$ cat src/rtl/i2s_tdm_tx.sv
// i2s_tdm_tx: buffered serial audio transmitter with I2S or TDM framing.
//
// Samples are written into a small FIFO in channel order 0..CHANNELS-1.
// Once per frame, one clk before the falling bit_clk edge that drives the
// slot-0 MSB, a whole frame (CHANNELS samples) is moved into a shift
// register. If a full frame is not yet buffered, an all-zero frame is sent
// instead and underrun pulses for one clk.
//
// Framing: TDM=0 -> frame_clk is LRCK (0 = slot 0, 1 = slot 1).
//          TDM=1 -> frame_clk is a one-bit-period sync pulse.
// Serial data lags frame timing by one bit_clk period (I2S-style delay).
//
// Ports:
//   clk           system clock (single domain)
//   reset         asynchronous active-low reset
//   sample_data   two's-complement sample (SAMPLE_W bits)
//   sample_valid  sample_data is valid
//   sample_ready  FIFO can accept a sample
//   bit_clk       serial bit clock (BCLK_DIV clk cycles per period)
//   frame_clk     LRCK (I2S) or frame sync pulse (TDM)
//   sdata         serial data, MSB first
//   underrun      one-clk pulse for each frame sent as silence
//   fifo_level    current FIFO entry count (only with I2S_TDM_TX_LEVEL_EN)
//
// Optional feature macro: I2S_TDM_TX_LEVEL_EN adds the fifo_level output.
module i2s_tdm_tx #(
    parameter int SAMPLE_W = 16,
    parameter int SLOT_W   = 32,
    parameter int CHANNELS = 2,
    parameter int TDM      = 0,
    parameter int BCLK_DIV = 4,
    parameter int DEPTH    = 8
) (
    input  logic                clk,
    input  logic                reset,
    input  logic [SAMPLE_W-1:0] sample_data,
    input  logic                sample_valid,
    output logic                sample_ready,
    output logic                bit_clk,
    output logic                frame_clk,
    output logic                sdata,
    output logic                underrun
`ifdef I2S_TDM_TX_LEVEL_EN
    ,
    output logic [$clog2(DEPTH):0] fifo_level
`endif
);

    localparam int FRAME_BITS = CHANNELS * SLOT_W;
    localparam int HALF       = BCLK_DIV / 2;
    localparam int DIV_W      = $clog2(BCLK_DIV);
    localparam int CNT_W      = $clog2(FRAME_BITS);
    localparam int PTR_W      = $clog2(DEPTH);
    localparam int LVL_W      = PTR_W + 1;

    logic [DIV_W-1:0]      div_cnt_r;
    logic                  bit_clk_r;
    logic [CNT_W-1:0]      bit_cnt_r;
    logic                  frame_clk_r;
    logic                  sdata_r;
    logic                  underrun_r;
    logic [FRAME_BITS-1:0] shreg_r;

    logic [SAMPLE_W-1:0]   mem_r [DEPTH];
    logic [PTR_W-1:0]      wr_ptr_r;
    logic [PTR_W-1:0]      rd_ptr_r;
    logic [LVL_W-1:0]      count_r;
    logic                  ready_r;

    logic                  fall_s;
    logic                  rise_s;
    logic                  pop_time_s;
    logic                  pop_ok_s;
    logic                  wr_en_s;
    logic [LVL_W-1:0]      count_next_s;
    logic [CNT_W-1:0]      bit_cnt_next_s;
    logic                  frame_next_s;
    logic [FRAME_BITS-1:0] load_s;

    // The edge that ends the high half of bit_clk is the only edge where
    // frame_clk and sdata are allowed to move.
    assign fall_s     = (div_cnt_r == DIV_W'(BCLK_DIV - 1));
    assign rise_s     = (div_cnt_r == DIV_W'(HALF - 1));
    // One clk ahead of the falling edge that leaves bit period 0.
    assign pop_time_s = (bit_cnt_r == '0) && (div_cnt_r == DIV_W'(BCLK_DIV - 2));
    assign pop_ok_s   = pop_time_s && (count_r >= LVL_W'(CHANNELS));
    assign wr_en_s    = sample_valid && ready_r;

    assign sample_ready = ready_r;
    assign bit_clk      = bit_clk_r;
    assign frame_clk    = frame_clk_r;
    assign sdata        = sdata_r;
    assign underrun     = underrun_r;

`ifdef I2S_TDM_TX_LEVEL_EN
    assign fifo_level = count_r;
`else
    // No level output in this build; count_r stays internal.
`endif

    // FIFO occupancy after this edge's write and frame pop.
    always_comb begin
        count_next_s = count_r;
        if (wr_en_s) begin
            count_next_s = count_next_s + LVL_W'(1);
        end else begin
            count_next_s = count_next_s;
        end
        if (pop_ok_s) begin
            count_next_s = count_next_s - LVL_W'(CHANNELS);
        end else begin
            count_next_s = count_next_s;
        end
    end

    // Bit counter successor and the frame_clk level for the next bit period.
    always_comb begin
        bit_cnt_next_s = bit_cnt_r + CNT_W'(1);
        if (bit_cnt_r == CNT_W'(FRAME_BITS - 1)) begin
            bit_cnt_next_s = '0;
        end else begin
            bit_cnt_next_s = bit_cnt_r + CNT_W'(1);
        end
        if (TDM != 0) begin
            frame_next_s = (bit_cnt_next_s == '0);
        end else begin
            frame_next_s = (bit_cnt_next_s >= CNT_W'(SLOT_W));
        end
    end

    // Assemble a frame: slot c holds the c-th oldest sample, left-justified.
    always_comb begin
        load_s = '0;
        for (int c = 0; c < CHANNELS; c++) begin
            load_s[FRAME_BITS-1-c*SLOT_W -: SAMPLE_W] = mem_r[rd_ptr_r + PTR_W'(c)];
        end
    end

    // Bit clock divider, frame timing, shift register and serial outputs.
    always_ff @(posedge clk or negedge reset) begin
        if (!reset) begin
            div_cnt_r   <= '0;
            bit_clk_r   <= 1'b0;
            bit_cnt_r   <= '0;
            frame_clk_r <= 1'b0;
            sdata_r     <= 1'b0;
            underrun_r  <= 1'b0;
            shreg_r     <= '0;
        end else begin
            div_cnt_r  <= fall_s ? '0 : div_cnt_r + DIV_W'(1);
            underrun_r <= pop_time_s && !pop_ok_s;
            if (rise_s) begin
                bit_clk_r <= 1'b1;
            end else if (fall_s) begin
                bit_clk_r <= 1'b0;
            end
            if (fall_s) begin
                bit_cnt_r   <= bit_cnt_next_s;
                frame_clk_r <= frame_next_s;
                sdata_r     <= shreg_r[FRAME_BITS-1];
            end
            // Loading and shifting never coincide: they sit on adjacent edges.
            if (pop_time_s) begin
                shreg_r <= pop_ok_s ? load_s : '0;
            end else if (fall_s) begin
                shreg_r <= shreg_r << 1;
            end
        end
    end

    // FIFO pointers, occupancy and registered ready.
    always_ff @(posedge clk or negedge reset) begin
        if (!reset) begin
            wr_ptr_r <= '0;
            rd_ptr_r <= '0;
            count_r  <= '0;
            ready_r  <= 1'b0;
        end else begin
            count_r <= count_next_s;
            ready_r <= (count_next_s != LVL_W'(DEPTH));
            if (wr_en_s) begin
                wr_ptr_r <= wr_ptr_r + PTR_W'(1);
            end
            if (pop_ok_s) begin
                rd_ptr_r <= rd_ptr_r + PTR_W'(CHANNELS);
            end
        end
    end

    // Sample storage; contents are only meaningful under count_r.
    always_ff @(posedge clk) begin
        if (wr_en_s) begin
            mem_r[wr_ptr_r] <= sample_data;
        end
    end

endmodule
$ cat config.mk
export PLATFORM = sky130hd
export DESIGN_NAME = i2s_tdm_tx
export DESIGN_NICKNAME = d
export VERILOG_FILES = /design/src/rtl/i2s_tdm_tx.sv
export SDC_FILE = /design/constraint.sdc
export NUM_CORES = 1
export LEC_CHECK = 0
export ABC_AREA = 0
export CAP_MARGIN = 20
export CORE_UTILIZATION = 65
export CTS_BUF_LIST = sky130_fd_sc_hd__clkbuf_8
export DETAILED_ROUTE_END_ITERATION = 16
export PLACE_DENSITY = 0.84
export SLEW_MARGIN = 20
export SYNTH_ARGS = -nofsm -noshare
export SYNTH_HDL_FRONTEND = slang
export SYNTH_SLANG_ARGS = --single-unit
$ cat constraint.sdc
create_clock -name clk -period 4.9 [get_ports clk]
set_input_delay 0.735 -clock clk [delete_from_list [all_inputs] [get_ports clk]]
set_output_delay 0.735 -clock clk [all_outputs]
set_load 0.01 [all_outputs]
==> impl_metrics.csv, run 1 <==
group,metric,value,unit
outcome,violations,"design-rule violations",
floorplan,initial_utilization,67.6,%
synthesis,synth-warning-count,0,
timing,grt_setup_unrepaired,"false",
worst_setup_path,cp.required,5.26,ns
outcome,run_status,"finished with violations",
power_and_ir_drop,share_of_total_power_in_combinational_logic,12.9,%
power_and_ir_drop,power_spent_charging_and_discharging_nets,919,uW
clock_tree,post_cts_resize_count,0,
worst_setup_path,critical_path.max_stage_delay,0.50,ns
worst_setup_path,worstSetupEndpointType,"flip-flop",
placed_design,gp_congestion,0.727,
power_and_ir_drop,internal_power,2.69,mW
layout,fillerInstances,717,
clock_tree,cts_max_path_buffers,2,
clock_tree,number_of_sinks_on_the_clock_net,198,
timing,finalSetupViolations,0,
timing,worstMarginPinSlew,0.680,ns
worst_hold_path,holdCritPathClass,"primary input to asynchronous set/reset pin",
clock_tree,cts_made_buffers,17,
synthesis,synth_fa_ha_area_share,1.43,%
worst_setup_path,critical_path.max_fanout,8,
grt,wire_length_of_the_first_global_routing_pass,22.4,mm
routing,via_total_after_detailed_routing,4059,
floorplan,core.rowCount,39,
layout,antennaDiodeCount,0,
routing,total_wire_length_after_detailed_routing,14.0,mm
timing,final_period_demand_of_the_worst_path,2.89,ns
clock_tree,cts-root-buf,"clkbuf_8",
timing,hold_worst_slack,0.206,ns
routing,vias_cell,6.12,
timing,timing_hold_violations_final,0,
routing,detail-route-antenna-nets,0,
synthesis,yosys.area_share.xor_xnor,1.00,%
floorplan,floorplan.core_area,11600,um2
worst_setup_path,slowest_stage,"clkdlybuf4s50_1",
clock_tree,cts_tree,"yes",
routing,dr.first_iter.drc_count,357,
synthesis,syn_nets,505,
worst_setup_path,path_cells,"clkdlybuf4s50_1 -> and2_1 -> a21oi_1 -> inv_1 -> ha_1 -> or3b_1 -> or4b_1 -> a21o_1 -> and2_4",
clock_tree,cts_setup_buffers,0,
routing,drcViolationCount,1,
synthesis,post_synthesis_register_bit_count,198,
timing,min_setup_slack_post_route,2.01,ns
grt,antenna_found_initial,0,
layout,layout_commonest_cell,"edfxtp_1",
grt,gr-total-overflow,0,
synthesis,syn-instance-count,477,
clock_tree,holdBufCountCts,0,
layout,final_layout_size_suffix_gt1_share,16.9,%
layout,final_net_count,535,
synthesis,mappedNetlistArea,7860,um2
timing,finalClockSkew,0.0132,ns
layout,areaGrowthSynthToFinish,10.4,%
layout,regArea,5600,um2
placed_design,preCtsSetupSlack,1.52,ns
synthesis,simple_gate_share_of_the_synthesized_area,5.50,%
run,maxCapViolations,0,
placed_design,dp.final_hpwl,8.41,mm
clock_tree,clock_insertion_delay_worst_skew,0.46,ns
power_and_ir_drop,maximum_vdd_ir_drop,0.000545,V
grt,grt_pass1_vias,4224,
synthesis,sequential_area_share_after_synthesis,71.2,%
worst_setup_path,crit_arrival,3.24,ns
layout,multi_input_comb_area,2120,um2
timing,final_max_slew_violation_count,0,
power_and_ir_drop,cellLeakagePower,3.06,nW
worst_setup_path,worstSetupPathType,"primary input to flip-flop",
worst_setup_path,startpoint_type,"primary input",
floorplan,die_height,112,um
synthesis,yosys.cell_types.count,36,
floorplan,dieWidth,112,um
grt,grt_use_total,24.8,%
power_and_ir_drop,power_frac_seq,57.9,%
routing,iteration_count_of_the_initial_detailed_routing_pass,12,
power_and_ir_drop,power_switching_share,25.4,%
layout,layout_common_cells,"128 x edfxtp_1, 69 x dfrtp_1, 47 x mux2i_1",
grt,grt_start_max_net_pins,54,
timing,max_freq,0.346,GHz
synthesis,post_synth_mux_area_share,15.5,%
placed_design,placement.io_buffers,23,
clock_tree,h-tree-depth,4,
timing,setup-tns-final,0,ns
timing,finalCritPeriodShare,58.9,%
timing,max_slew_headroom,54.7,%
power_and_ir_drop,power.share.clock,29.2,%
synthesis,syn_avg_cell_area,16.5,um2
clock_tree,clk_transition_reported_paths,0.09,ns
routing,routed_wire_length_per_instance,21.1,um
synthesis,synth-compound-area-share,3.33,%
floorplan,floorplan.io_pins,24,
power_and_ir_drop,p_per_area,417,nW/um2
floorplan,die_area,12500,um2
layout,finalNonFillerCells,663,
synthesis,synth_top_family_by_area,"multiplexers",
placed_design,place_inst,631,
## layout make-up
| class | instances | share of cell area [%] |
|---|---|---|
| flip-flops and latches | 198 | 64.6 |
| multi-input cells | 243 | 24.5 |
| repair buffers | 37 | 3.81 |
| clock buffers | 19 | 3.02 |
| well taps | 143 | 2.06 |
| clock inverters | 13 | 1.65 |
| inverters | 10 | 0.433 |
## stage by stage
stage | utilization (%) | total power, mW | area, um2
final | 74.6 | 3.61 | 8670
after global routing | 74.6 | 3.76 | 8670
after CTS | 74.6 | 3.63 | 8670
after detailed placement | 71.2 | 2.59 | 8270
after global placement | 71.2 | 2.55 | 8270
after floorplan | - | 2.40 | 7860
## path summary, 6_finish.rpt
check / slack [ns] / cells after the start / start / to
max: 2.01 / 9 / sample_valid / count_r[3]
min: 0.21 / 1 / reset / count_r[3]
max reg2reg: 2.37 / 8 / sample_ready / count_r[3]
min reg2reg: 0.50 / 1 / bit_clk / bit_clk
max in group asynchronous: 3.62 / 2 / reset / rd_ptr_r[1]
min in group clk: 0.50 / 1 / bit_clk / bit_clk
## routing by layer
layer	GRT usage (%)	routed length, um
met5	0	0
met4	10.2	329
met3	5.72	686
met2	41.2	7250
met1	32.0	5710
## critical path: cells and delay by family
kind	cells	cell delay (ns)
AOI/OAI and AO/OA	2	0.42
and+or+nand+nor	4	1.33
buffers and inverters	2	0.59
adders and majority gates	1	0.17
## cell families after synthesis
kind of cell	count (synthesis)
XOR/XNOR	9
adder cells (fa/ha/maj)	9
multiplexers	81
buffers and inverters	36
AO/OA/AOI/OAI	49
AND/OR/NAND/NOR	95
flip-flops	198
## state kept, by name, summed over array words and instances (netlist names)
register and count:
underrun 1, mem_r 128, div_cnt_r 2, frame_clk 1, bit_clk 1, sdata 1
bit_cnt_r 6, count_r 4, wr_ptr_r 3, sample_ready 1, shreg_r 48, rd_ptr_r 2
## power groups by stage
stage | Combinational, mW | Sequential [mW] | Clock (mW)
2_1_floorplan | 0.309 | 2.10 | 0
3_3_place_gp | 0.443 | 2.11 | 0
3_5_place_dp | 0.470 | 2.12 | 0
4_1_cts | 0.472 | 2.09 | 1.07
5_1_grt | 0.511 | 2.11 | 1.14
6_report | 0.466 | 2.09 | 1.05
## Yosys cell counts, drive strengths merged
master,number,area share (%)
dfrtp,70,22
inv,10,0.48
nand4b,1,0.11
a21oi,5,0.32
or3,2,0.16
and2,3,0.27
mux2i,47,6.0
nand3,1,0.064
mux2,2,0.29
nor3,4,0.25
o211ai,1,0.096
o22ai,1,0.080
or4b,1,0.13
clkbuf,14,0.67
mux4,32,9.2
nand2b,3,0.24
nor4,2,0.16
edfxtp,128,49
nand2,42,2.0
ha,9,1.4
a22o,1,0.11
nand4,2,0.16
o21ai,38,2.4
nand4bb,1,0.14
xor2,3,0.33
and3,5,0.40
o2111ai,1,0.11
xnor2,6,0.67
nor2,27,1.3
a21o,2,0.19
or3b,1,0.11
buf,12,0.91
Note: power is estimated with default switching activity, not from simulation.
==> run 2, diff against run 1 <==
CORE_UTILIZATION = 57   (was 65)
PLACE_DENSITY = 0.78   (was 0.84)
clock period = 2.4 ns   (was 4.9 ns; I/O delays follow)
==> run 2 against run 1 <==
Against the previous run: the run now ends clean; via count is 0.96% lower; first-iteration DRC count is 24% lower; cell count is 6.3% higher; count of clock-buffer cells in the layout is 1 lower; clock power is 79% higher; die area is 14% higher; global-route usage is 4.1 points lower; largest power group unchanged.
==> impl_metrics.csv, run 2 (synthesized netlist as in run 1, its figures left out) <==
group,metric,value,unit
grt,antenna_found_initial,0,
placed_design,place_inst,672,
layout,largest_reg_flops,128,
worst_setup_path,setup.reg_to_reg.worst_slack,0.08,ns
worst_setup_path,r2r.worst_path.cells,9,
run,maxCapViolations,0,
timing,max_slew_headroom,66.6,%
worst_hold_path,holdCritPathClass,"primary input to asynchronous set/reset pin",
timing,final_max_slew_violation_count,0,
timing,finalSetupViolations,0,
routing,dr.first_iter.drc_count,272,
clock_tree,h-tree-depth,4,
floorplan,floorplan.io_pins,24,
grt,gr-total-overflow,0,
outcome,run_status,"completed",
worst_setup_path,critical_path.max_fanout,4,
clock_tree,cts-root-buf,"clkbuf_8",
grt,grt_pass1_vias,4167,
clock_tree,cts_max_path_buffers,2,
layout,final_layout_size_suffix_gt1_share,17.4,%
timing,worstMarginPinSlew,0.501,ns
worst_setup_path,crit_arrival,2.68,ns
clock_tree,cts_tree,"yes",
clock_tree,clock_insertion_delay_worst_skew,0.46,ns
timing,max_freq,0.432,GHz
layout,areaGrowthSynthToFinish,12.2,%
layout,layout_common_cells,"128 x edfxtp_1, 68 x dfrtp_1, 47 x mux2i_1",
layout,top_regs,"mem_r x128, shreg_r x48, bit_cnt_r x6",
worst_setup_path,worstSetupEndpointType,"flip-flop",
routing,total_wire_length_after_detailed_routing,13.0,mm
power_and_ir_drop,p_per_area,818,nW/um2
power_and_ir_drop,cellLeakagePower,3.12,nW
routing,routed_wire_length_per_instance,18.5,um
timing,final_period_demand_of_the_worst_path,2.32,ns
grt,grt_use_total,20.7,%
layout,final_design_area_no_fill,8820,um2
placed_design,placedInstanceArea,8450,um2
placed_design,dp.final_hpwl,7.89,mm
layout,regMostFlops,"mem_r",
floorplan,die_area,14300,um2
floorplan,dieWidth,119,um
worst_setup_path,r2r_end,"count_r[3]",
worst_setup_path,crit_path_start,"count_r[0]",
timing,finalCritPeriodShare,96.5,%
routing,iteration_count_of_the_initial_detailed_routing_pass,6,
clock_tree,clk_transition_reported_paths,0.08,ns
timing,grt_setup_unrepaired,"false",
floorplan,die_height,119,um
clock_tree,cts_made_buffers,17,
routing,drcViolationCount,0,
timing,finalClockSkew,0.00952,ns
clock_tree,cts_setup_buffers,0,
routing,detail-route-antenna-nets,0,
grt,wire_length_of_the_first_global_routing_pass,21.5,mm
routing,vias_cell,5.70,
worst_setup_path,endpoint,"count_r[3]",
layout,antennaDiodeCount,0,
worst_setup_path,worst_r2r_startpoint,"count_r[0]",
layout,layout_commonest_cell,"edfxtp_1",
floorplan,initial_utilization,58.8,%
placed_design,placement.io_buffers,23,
floorplan,floorplan.core_area,13300,um2
worst_setup_path,worstSetupPathType,"flip-flop to flip-flop",
worst_setup_path,startpoint_type,"flip-flop",
worst_setup_path,cp.required,2.76,ns
clock_tree,number_of_sinks_on_the_clock_net,198,
placed_design,gp_congestion,0.759,
layout,finalNonFillerCells,705,
layout,final_net_count,544,
floorplan,core.rowCount,42,
power_and_ir_drop,maximum_vdd_ir_drop,0.000419,V
grt,grt_start_max_net_pins,71,
timing,hold_worst_slack,0.460,ns
routing,via_total_after_detailed_routing,4020,
timing,timing_hold_violations_final,0,
run 2: changes by cell type in the layout (fill, tap and decap cells not counted), sizes merged:
cell	previous run	this run
clkinvlp	0	2
inv	16	17
bufinv	2	1
clkinv	5	4
clkbuf	19	18
dlygate4sd3	0	1
buf	15	23
run 2: layout make-up:
| cell class | count | area, um2 |
|---|---|---|
| Clock buffer | 18 | 248 |
| Clock inverter | 14 | 98.8 |
| Fill cell | 947 | 4530 |
| Inverter | 10 | 37.5 |
| Multi-Input combinational cell | 243 | 2130 |
| Sequential cell | 198 | 5600 |
| Tap cell | 176 | 220 |
| Timing Repair Buffer | 46 | 488 |
run 2: worst min-delay path by stage:
stage | cells after the start | slack [ns] | to
2_1_floorplan | 0 | 0.06 | bit_clk
3_3_place_gp | 2 | 0.41 | count_r[3]
3_5_place_dp | 2 | 0.42 | underrun
4_1_cts | 3 | 0.45 | sample_ready
5_1_grt | 3 | 0.48 | shreg_r[25]
6_report | 3 | 0.46 | sample_ready
run 2: metal layers:
| metal | GRT usage, % | part of all wire, % | vias to the layer above |
|---|---|---|---|
| li1 | - | - | 1864 |
| met1 | 26.2 | 44 | 2058 |
| met2 | 34.6 | 51 | 77 |
| met3 | 4.31 | 3.4 | 21 |
| met4 | 9.30 | 1.6 | 0 |
| met5 | 0 | 0 | - |
run 2: worst max-delay path, cell delays in order, from the launching register on:
cell,delay [ns]
dfrtp_1,0.42
inv_1,0.07
ha_1,0.30
a21oi_2,0.06
inv_1,0.06
ha_1,0.15
or3b_1,0.36
or4b_1,0.48
a21o_1,0.19
and2_4,0.13
run 2: repair_timing:
item,4_1_cts,5_1_grt
endpoints found under the setup margin,0,2
resized for setup,0,2
hold endpoints to repair,70,0
hold buffers,1,0
run 2: through the flow:
stage | util [%] | power, mW | setup TNS (ns) | worst slack [ns]
4_1_cts | 66.0 | 7.27 | 0 | 0.0382
6_report | 66.0 | 7.21 | 0 | 0.0832
2_1_floorplan | - | 4.92 | 0 | 0.000450
5_1_grt | 66.0 | 7.51 | 0 | 0.0124
3_5_place_dp | 63.3 | 5.40 | -0.408 | -0.231
3_3_place_gp | 63.3 | 5.33 | -0.192 | -0.133
run 2: report_power, final:
group	internal [mW]	leakage [nW]	switching, mW
registers	4.08	2.07	0.172
clock network	0.824	0.197	1.05
logic	0.509	0.847	0.565
==> run 3, diff against run 2 <==
CORE_ASPECT_RATIO = 1.25   (was default)
==> run 3 against run 2 <==
Against the previous run: count of clock-buffer cells in the layout fell by 1; register-to-register slack worse by 0.03 ns; utilization increased by 1.1 points; power increased by 5.2%; routed wire length up 3.6%; largest cell class unchanged; via count up 0.72%; combinational power up 6%; maximum frequency decreased by 1.1%; non-clock buffer count is 2 lower; sequential share of layout area fell by 1.0 points; critical endpoint unchanged; design area rose by 1.6%.
==> impl_metrics.csv, run 3 (synthesized netlist as in run 1, its figures left out) <==
group,metric,value,unit
clock_tree,cts_setup_buffers,0,
outcome,run_status,"completed",
routing,dr.first_iter.drc_count,230,
floorplan,floorplan.io_pins,24,
floorplan,dieWidth,107,um
clock_tree,clock_insertion_delay_worst_skew,0.44,ns
clock_tree,cts_max_path_buffers,2,
timing,max_freq,0.427,GHz
clock_tree,clk_transition_reported_paths,0.10,ns
layout,regMostFlops,"mem_r",
worst_hold_path,holdCritPathClass,"primary input to asynchronous set/reset pin",
timing,grt_setup_unrepaired,"true",
run,maxCapViolations,0,
floorplan,die_height,133,um
routing,routed_wire_length_per_instance,19.4,um
routing,iteration_count_of_the_initial_detailed_routing_pass,5,
grt,grt_use_total,20.8,%
floorplan,core.rowCount,47,
grt,wire_length_of_the_first_global_routing_pass,22.2,mm
layout,antennaDiodeCount,0,
layout,final_layout_size_suffix_gt1_share,18.8,%
routing,drcViolationCount,0,
timing,finalClockSkew,0.0115,ns
timing,finalSetupViolations,0,
worst_setup_path,crit_arrival,2.69,ns
power_and_ir_drop,maximum_vdd_ir_drop,0.000525,V
routing,total_wire_length_after_detailed_routing,13.5,mm
worst_setup_path,critical_path.max_stage_delay,0.47,ns
floorplan,die_area,14300,um2
clock_tree,cts_made_buffers,17,
grt,grt_start_max_net_pins,71,
worst_setup_path,path_cells,"ha_2 -> nand3_2 -> xnor2_2 -> inv_1 -> ha_2 -> or3b_4 -> or4b_1 -> a21o_1 -> and2_4",
layout,final_core_util,67.1,%
worst_setup_path,worstSetupEndpointType,"flip-flop",
timing,finalCritPeriodShare,97.6,%
layout,multi_input_comb_area,2140,um2
layout,layout_commonest_cell,"edfxtp_1",
layout,regArea,5600,um2
grt,antenna_found_initial,0,
routing,via_total_after_detailed_routing,4049,
clock_tree,h-tree-depth,4,
placed_design,placement.io_buffers,23,
timing,timing_hold_violations_final,0,
floorplan,initial_utilization,58.8,%
placed_design,gp_congestion,0.726,
timing,max_slew_headroom,65.7,%
layout,final_net_count,542,
grt,gr-total-overflow,0,
power_and_ir_drop,p_per_area,846,nW/um2
clock_tree,cts-root-buf,"clkbuf_8",
worst_setup_path,worstSetupPathType,"flip-flop to flip-flop",
clock_tree,number_of_sinks_on_the_clock_net,198,
layout,layout_common_cells,"128 x edfxtp_1, 68 x dfrtp_1, 47 x mux2i_1",
timing,worstMarginPinSlew,0.514,ns
worst_setup_path,cp.required,2.75,ns
routing,vias_cell,5.80,
worst_setup_path,slowest_stage,"or4b_1",
clock_tree,cts_tree,"yes",
routing,detail-route-antenna-nets,0,
worst_setup_path,startpoint_type,"flip-flop",
layout,top_regs,"mem_r x128, shreg_r x48, bit_cnt_r x6",
timing,final_max_slew_violation_count,0,
worst_setup_path,worst_path_most_repeated_cell,"ha_2",
timing,hold_worst_slack,0.443,ns
grt,grt_pass1_vias,4242,
worst_setup_path,critical_path.max_fanout,4,
layout,fillerInstances,870,
layout,largest_reg_flops,128,
power_and_ir_drop,cellLeakagePower,3.15,nW
placed_design,dp.final_hpwl,8.04,mm
floorplan,floorplan.core_area,13300,um2
timing,final_period_demand_of_the_worst_path,2.34,ns
layout,areaGrowthSynthToFinish,14.1,%
==> run 3: cell count changes in the layout (fill, tap and decap cells not counted), moves of 2 or more <==
cell / change
inv_6: +4
clkinvlp_4: -2
buf_12: +6
ha_1: -2
clkinv_4: +3
ha_2: +2
inv_1: -5
clkinv_2: -4
buf_4: -8
inv_8: +3
==> run 3: report_power, final <==
group | internal (mW) | switching, mW | total [mW] | leakage (nW)
Sequential | 4.08 | 0.182 | 4.26 | 2.07
Combinational | 0.541 | 0.589 | 1.13 | 0.858
Clock | 0.978 | 1.21 | 2.19 | 0.217
Total | 5.60 | 1.98 | 7.58 | 3.15
==> run 3: worst max-delay path, delay by kind of cell, from the launching register on <==
family / cells / cell delay (ns)
compound gates: 1 / 0.18
xor+xnor: 1 / 0.15
flops: 1 / 0.42
fa+ha+maj: 2 / 0.37
buf+inv: 1 / 0.07
simple gates: 4 / 1.06
==> run 3: area by class of cell <==
type / count / share of cell area [%]
Inverter: 10 / 0.419
Sequential cell: 198 / 62.5
Clock buffer: 17 / 2.61
Multi-Input combinational cell: 243 / 23.9
Tap cell: 171 / 2.39
Timing Repair Buffer: 44 / 6.12
Clock inverter: 15 / 2.08
==> run 3: stage by stage <==
stage / setup slack, ns / TNS [ns] / area, um2 / std cells / power, mW
2_1_floorplan: 0.000450 / 0 / 7870 / 477 / 4.92
3_3_place_gp: -0.129 / -0.186 / 8510 / 665 / 5.38
3_5_place_dp: -0.221 / -0.381 / 8510 / 665 / 5.45
4_1_cts: 0.0552 / 0 / 8940 / 698 / 7.61
5_1_grt: -0.0572 / -0.0572 / 8960 / 698 / 7.89
6_report: 0.0578 / 0 / 8960 / 698 / 7.58
==> run 3: metal layers <==
layer	wire (um)	track usage (%)	share of wire [%]	vias to the layer above
met1	5690	28.8	42	2071
li1	-	-	-	1860
met5	0	0	0	-
met3	617	3.42	4.6	13
met2	7000	34.1	52	105
met4	212	7.08	1.6	0
==> run 3: final timing paths <==
| path | startpoint | endpoint | slack [ns] | cells past startpoint |
|---|---|---|---|---|
| setup / recovery | count_r[0] | count_r[3] | 0.06 | 9 |
| max in group asynchronous | reset | rd_ptr_r[1] | 1.60 | 3 |
| hold reg to reg | bit_clk | bit_clk | 0.49 | 1 |
| min in group clk | bit_clk | bit_clk | 0.49 | 1 |
| setup reg to reg | count_r[0] | count_r[3] | 0.06 | 9 |
| hold / removal | reset | count_r[3] | 0.44 | 3 |
==> run 3: what timing repair did <==
action	CTS	global route
endpoints found under the hold margin	70	0
gates resized for setup	0	6
endpoints found under the setup margin	0	2
hold buffers	1	0
